[src/rtl/pipeline_controller.sv]
// pipeline_controller
//   Run/step/halt sequencer and load-use/branch hazard controller for the
//   5-stage MIPS pipeline. It decides each cycle whether the pipeline
//   advances, stalls, squashes wrong-path work, or drains and freezes after
//   a HALT reaches EX/MEM. It also counts enabled cycles for the debug unit.
//
// Ports
//   clk, reset            clock; asynchronous active-low reset
//   run_req/step_req      enter continuous run / advance exactly one cycle
//   stop_req              leave continuous run
//   clear_req             leave HALTED and clear the cycle counter
//   halt_flag_e           HALT present in the EX/MEM register
//   branch_taken          taken branch/jump resolved this cycle
//   id_ex_mem_read/_rt    load in ID/EX and its destination register
//   if_id_rs/_rt          source registers of the instruction in ID
//   pipe_enable           global advance of all pipeline registers
//   pc_write/if_id_write  PC and IF/ID update enables
//   bubble_id_ex          zero the control buses into ID/EX
//   flush                 squash IF/ID, ID/EX and execute outputs
//   halted/busy           in HALTED / in RUN, STEP or DRAIN
//   cycle_count           enabled cycles since the last clear
module pipeline_controller #(
    parameter int unsigned NB           = 5,
    parameter int unsigned CW           = 32,
    parameter int unsigned DRAIN_CYCLES = 2
) (
    input  logic          clk,
    input  logic          reset,
    input  logic          run_req,
    input  logic          step_req,
    input  logic          stop_req,
    input  logic          clear_req,
    input  logic          halt_flag_e,
    input  logic          branch_taken,
    input  logic          id_ex_mem_read,
    input  logic [NB-1:0] id_ex_rt,
    input  logic [NB-1:0] if_id_rs,
    input  logic [NB-1:0] if_id_rt,
    output logic          pipe_enable,
    output logic          pc_write,
    output logic          if_id_write,
    output logic          bubble_id_ex,
    output logic          flush,
    output logic          halted,
    output logic          busy,
    output logic [CW-1:0] cycle_count
);

    localparam int unsigned  DW         = (DRAIN_CYCLES > 1) ? $clog2(DRAIN_CYCLES) : 1;
    localparam logic [DW-1:0] DRAIN_LOAD = DW'(DRAIN_CYCLES - 1);

    typedef enum logic [2:0] {
        IDLE,
        RUN,
        STEP,
        DRAIN,
        HALTED
    } state_t;

    state_t        state_q, state_d;
    logic [DW-1:0] drain_q, drain_d;
    logic [CW-1:0] count_q, count_d;
    logic          pipe_enable_q;
    logic          halted_q;
    logic          busy_q;

    logic          hazard;
    logic          halt_squash;

    // Next-state and counter logic
    always_comb begin
        state_d = state_q;
        drain_d = drain_q;
        count_d = count_q;

        if (pipe_enable_q) begin
            count_d = count_q + 1'b1;
        end

        unique case (state_q)
            IDLE: begin
                if (run_req) begin
                    state_d = RUN;
                end else if (step_req) begin
                    state_d = STEP;
                end
            end
            RUN: begin
                if (halt_flag_e) begin
                    state_d = DRAIN;
                    drain_d = DRAIN_LOAD;
                end else if (stop_req) begin
                    state_d = IDLE;
                end
            end
            STEP: begin
                if (halt_flag_e) begin
                    state_d = DRAIN;
                    drain_d = DRAIN_LOAD;
                end else begin
                    state_d = IDLE;
                end
            end
            DRAIN: begin
                if (drain_q == '0) begin
                    state_d = HALTED;
                end else begin
                    drain_d = drain_q - 1'b1;
                end
            end
            HALTED: begin
                if (clear_req) begin
                    state_d = IDLE;
                    count_d = '0;
                end
            end
            default: begin
                state_d = IDLE;
            end
        endcase
    end

    // State register; status outputs are registered from the next state so
    // they stay glitch-free Moore outputs aligned with the state.
    always_ff @(posedge clk or negedge reset) begin
        if (!reset) begin
            state_q       <= IDLE;
            drain_q       <= '0;
            count_q       <= '0;
            pipe_enable_q <= 1'b0;
            halted_q      <= 1'b0;
            busy_q        <= 1'b0;
        end else begin
            state_q       <= state_d;
            drain_q       <= drain_d;
            count_q       <= count_d;
            pipe_enable_q <= (state_d == RUN) || (state_d == STEP) || (state_d == DRAIN);
            halted_q      <= (state_d == HALTED);
            busy_q        <= (state_d == RUN) || (state_d == STEP) || (state_d == DRAIN);
        end
    end

    // Load-use hazard: register 0 never carries a real dependency
    assign hazard = id_ex_mem_read && (id_ex_rt != '0) &&
                    ((id_ex_rt == if_id_rs) || (id_ex_rt == if_id_rt));

    // Everything younger than the HALT is squashed, from the cycle the HALT
    // is first seen until the drain completes.
    assign halt_squash = (state_q == DRAIN) ||
                         (halt_flag_e && ((state_q == RUN) || (state_q == STEP)));

    // Same-cycle hazard/branch controls, gated by the pipeline enable
    always_comb begin
        pc_write     = 1'b0;
        if_id_write  = 1'b0;
        bubble_id_ex = 1'b0;
        flush        = 1'b0;
        if (pipe_enable_q) begin
            if (halt_squash) begin
                flush = 1'b1;
            end else if (branch_taken) begin
                flush       = 1'b1;
                pc_write    = 1'b1;
                if_id_write = 1'b1;
            end else if (hazard) begin
                bubble_id_ex = 1'b1;
            end else begin
                pc_write    = 1'b1;
                if_id_write = 1'b1;
            end
        end
    end

    assign pipe_enable = pipe_enable_q;
    assign halted      = halted_q;
    assign busy        = busy_q;
    assign cycle_count = count_q;

endmodule

[config.mk]
export PLATFORM = sky130hd
export DESIGN_NAME = pipeline_controller
export DESIGN_NICKNAME = d
export VERILOG_FILES = /design/src/rtl/pipeline_controller.sv
export SDC_FILE = /design/constraint.sdc
export NUM_CORES = 1
export LEC_CHECK = 0
export ABC_AREA = 1
export BUFFER_PORTS_ARGS = -buffer_cell sky130_fd_sc_hd__buf_2
export CAP_MARGIN = 20
export CORE_ASPECT_RATIO = 0.8
export CORE_MARGIN = 1.5
export CORE_UTILIZATION = 55
export DETAILED_ROUTE_END_ITERATION = 8
export GPL_TIMING_DRIVEN = 0
export PLACE_DENSITY = 0.87
export SKIP_CTS_REPAIR_TIMING = 1
export SLEW_MARGIN = 20
export SYNTH_ARGS = -nofsm -noshare
export SYNTH_HDL_FRONTEND = slang
export SYNTH_SLANG_ARGS = --single-unit
[constraint.sdc]
create_clock -name clk -period 3.9 [get_ports clk]
set_input_delay 0.195 -clock clk [delete_from_list [all_inputs] [get_ports clk]]
set_output_delay 0.195 -clock clk [all_outputs]
set_load 0.1 [all_outputs]
Word-level counts from Yosys, hierarchy flattened

Index checks and enable logic that the tools add are counted.

Flip-flop bits (word level): 38
Output and inout port bits: 39
Word-level logic and storage cells: 56

$add $sub $neg: 2
Equality and inequality tests: 11
Multiplexer cells: 25
Reduce and logical (&&, ||, !) cells: 13

Operators by type and width:

| kind                  | count |
|---|---|
| $mux 32               | 3 |
| $add 32x1->32 const B | 1 |
| $mux 3                | 6 |
| $pmux 3 s5            | 1 |
| $mux 1                | 13 |
| $eq 3x2->1 const B    | 4 |
| $eq 5x5->1            | 2 |
| $eq 3x1->1 const B    | 2 |
| $eq 3x3->1 const B    | 2 |
| $logic_or 1x1->1      | 5 |
| $reduce_bool 5->1     | 1 |
| $logic_and 1x1->1     | 3 |
| $logic_not 3->1       | 1 |
| $mux 2                | 1 |
| $ne 2x1->1 const B    | 1 |
| $pmux 1 s2            | 1 |
| $reduce_and 2->1      | 1 |
| $reduce_bool 2->1     | 1 |
| $reduce_or 2->1       | 1 |
| $sub 1x1->1 const B   | 1 |

Logic depth before layout (Yosys ltp)

Word-level depth: 7
Mapped depth: 9

Worst setup path before layout

No wires, ideal clock.

Kind: reg-to-output
Start point: register busy (netlist name)
End point: output pc_write
Data arrival time: 3.291 ns
Data required time: 3.705 ns
Setup slack: 0.414 ns
Stages on the path, launching flop included: 5
Cell sequence: dfrtp_1 buf_6 nand3_1 a21oi_1 buf_4

RTL lines:

| item             | RTL line | text |
|---|---|---|
| end: declaration | 40       | `output logic pc_write,` |

Worst setup path in the final report

Start point: register state_q[0]
End point: output pc_write

Word-level cells in the longest chain between the ends: 6
Elaborated cells on any way between the ends: 8

RTL lines:

| item                                     | RTL line | text |
|---|---|---|
| start: declaration                       | 60       | `state_t state_q, state_d;` |
| start signal: assignment                 | 134      | `state_q <= state_d;` |
| $eq 3x1->1 or $eq 3x2->1 (tied branches) | 150      | `(halt_flag_e && ((state_q == RUN) \|\| (state_q == STEP)));` |
| $logic_or 1x1->1                         | 150      |  |
| $logic_and 1x1->1                        | 150      |  |
| $logic_or 1x1->1 (*)                     | 149      | `assign halt_squash = (state_q == DRAIN) \|\|` |
| $mux 1 (*)                               | 159      | `if (halt_squash) begin` |
| $mux 1 (*)                               | 158      | `if (pipe_enable_q) begin` |

Every way passes the cells marked *; elsewhere a longest branch is shown, timed or not.

==> results.md <==
- Main synth FF type: dfrtp_1
- Die width: 77.2 um
- CTS tree: built
- Post-layout min period: 2070 ps
- CTS H-tree depth: 2
- Post-synthesis mux area share: 0
- I/O Buffers: 62
- Pre-Repair DR Iteration Count: 6
- Xor/xnor share of the synthesized area: 0.0542
- Post-synth top area cell: dfrtp_1
- Largest net degree at the start of global routing: 39
- Logic pwr share: 0.613
- Fin area: 0.00290 mm2
- Syn avg cell area: 7.05 um2
- Sequential Power Share: 0.272
- Tcrit/Tclk final: 0.531
- Sw Pwr: 1.48 mW
- Power per cell area: 823 mW/mm2
- Crit path launch type: flip-flop
- GP Congestion: 0.904
- P_int: 0.907 mW
- Clock Power Share: 0.116
- CTS root buffer: clkbuf_8
- Placed cell area: 0.00281 mm2
- Commonest cells post-synth: nand2_1 (79), nor2_1 (72), inv_1 (43)
- Largest family of logic cells by synthesized area: simple AND/OR/NAND/NOR gates
- Core area: 0.00420 mm2
- Core Util, Final: 0.689
- WP data arrival: 1880 ps
- Yosys reg bits: 38
- Max Slew Vio Count: 0
- Synth async-reset ratio: 1.00
- Final #Nets: 438
- Initial Utilization: 0.577
- Final Hold Vio Count: 0
- Crit Path Max Fanout: 4
- Max-Cap Viols: 0
- First-pass GRT wire length: 9920 um
- Share of cells above drive strength 1: 0.227
- Synth Area in Adders: 0.00516
- Slowest CP cell: buf_2
- Via count: 2375
- Yosys top cell area share: 0.392
- CTS buffer count: 5
- Power after layout: 2.39 mW
- Post-placement cell count: 463
- Top post-synthesis cells by area: dfrtp_1 (39%), nand2_1 (12%), nor2_1 (11%), inv_1 (6.7%), nand3_1 (6.6%)
- Chip height: 62.4 um
- Kind of critical path: flip-flop to output pin
- Drc violations: 0
- Area grow syn2layout: 19.5%
- Total Die Area: 0.00482 mm2
- Detailed Route WL: 5620 um
- YS warnings: 0
- Syn nets: 369
- I/O pins: 63
- Initial antenna violation count: 0
- Clock Skew: 5.48 ps
- WL per Instance: 11.9 um
- Peak VDD IR: 0.719 mV
- GRT Resource Usage Total: 0.257
- Setup_tns: 0 ps
- CP Data Required Time: 3700 ps
- Setup Viol. Count Final: 0
- Vias in the first global route: 2209
- Vias/cell: 5.04
- Grt ovf: 0
- Seq/Total Area, Yosys: 0.392
- Largest stage delay, worst path: 410 ps
- Yosys cell types: 27
- Clock Latency Late Sink: 290 ps
- ANT nets after route: 0
- Post-synth EDFFs: 0
- Slew HR: 0.444
- FMAX: 483 MHz
- CP endpoint kind: output pin
- Bufs on Longest Clock Path: 2
- Buf/Inv on CP: 3
- Compound-gate portion of the synthesized area: 0.0444
- Clock slew at reported path FFs: 70 ps
- RSZ-0062 raised after global routing: no
- Post-synthesis simple-gate area fraction: 0.418
- Hpwl dp: 4440 um
- Rows: 21
- Post-Layout Cell Count: 471
- Netlist Area Pre-Place: 0.00242 mm2
- Crit-path leading delay family: buffers and inverters
- Crit-path cells: nor2_1 -> inv_1 -> nand4_1 -> nand3_1 -> a21oi_1 -> buf_4 -> buf_2
- Post-Synthesis Cells: 344
- Most frequent cell after synthesis: nand2_1
- HP Class: input pin to async pin
- DR iter-0 viols: 233
- Leakage Power: 1.54 nW
- Status: finished clean
- Switching Share: 0.620
- Count of clock tree sinks: 38
- Inserted Diodes: 0
- Worst slew pin tran: 834 ps
-- per-layer routing --
metal / global-route usage / vias up / routed length (um)
li1: - / 1220 / -
met1: 0.367 / 1078 / 2670
met2: 0.407 / 71 / 2550
met3: 0.0423 / 6 / 366
met4: 0.0705 / 0 / 39
met5: 0 / - / 0
-- cells in the final DEF (no fill, tap or decap), types with 2 or more instances in the layout --
cell	n
nand2_1	79
nor2_1	72
buf_2	63
inv_1	43
dfrtp_1	38
nand3_1	32
a21oi_1	12
xor2_1	9
nand4_1	8
nor2_4	8
o21ai_0	6
xnor2_1	6
clkbuf_8	6
nor3_1	5
nand2_2	4
nor2_2	4
buf_6	2
and2_1	2
nor3b_1	2
o32ai_1	2
buf_4	2
-- cell type report --
type,count,area (um2)
clock inverter,1,5.00
fill,368,1310
clock buffer,7,86.3
timing repair buffer,62,310
sequential,38,951
multi-input combinational,257,1270
buffer,5,42.5
tap,57,71.3
inverter,44,165
-- cells by family after synthesis --
kind of cell	after synthesis
AOI/OAI and AO/OA	20
xor gates and xnor gates	15
adders and majority gates	1
buffers and inverters	49
DFF	38
and+or+nand+nor	221
-- worst paths after layout --
| kind | end | cells after the start | slack (ps) | start |
|---|---|---|---|---|
| hold / removal | state_q[1] | 1 | 2 | reset |
| hold reg to reg | halted | 1 | 490 | drain_q |
| setup reg to reg | cycle_count[24] | 8 | 2310 | cycle_count[0] |
| setup / recovery | pc_write | 7 | 1830 | state_q[0] |
| max in group asynchronous | cycle_count[9] | 1 | 3360 | reset |
| min in group clk | halted | 2 | 140 | clear_req |
-- through the flow --
step                hold slack (ps)  worst slack (ps)
floorplan                      -101               414
global placement                349              2180
detailed placement              347              2150
CTS                            43.2              1830
global route                   88.4              1610
finish                         2.13              1830
-- power by group through the flow --
stage	clock network (mW)	registers [mW]	logic [mW]
global placement	0	0.647	1.44
floorplan	0	1.30	0.564
detailed placement	0	0.651	1.46
finish	0.276	0.648	1.46
global route	0.301	0.668	1.54
CTS	0.281	0.647	1.46
-- sequential cells by signal (all words and copies together), names as in the netlist --
signal	count
drain_q	1
halted	1
state_q	3
cycle_count	32
busy	1
-- worst reg2reg max path, delay by kind of cell (launching register included) --
family / cells / cell delay [ps]
adder cells (fa/ha/maj): 1 / 220
AND/OR/NAND/NOR: 7 / 860
flip-flops: 1 / 420
No activity file was read; power rests on OpenSTA's default activity.
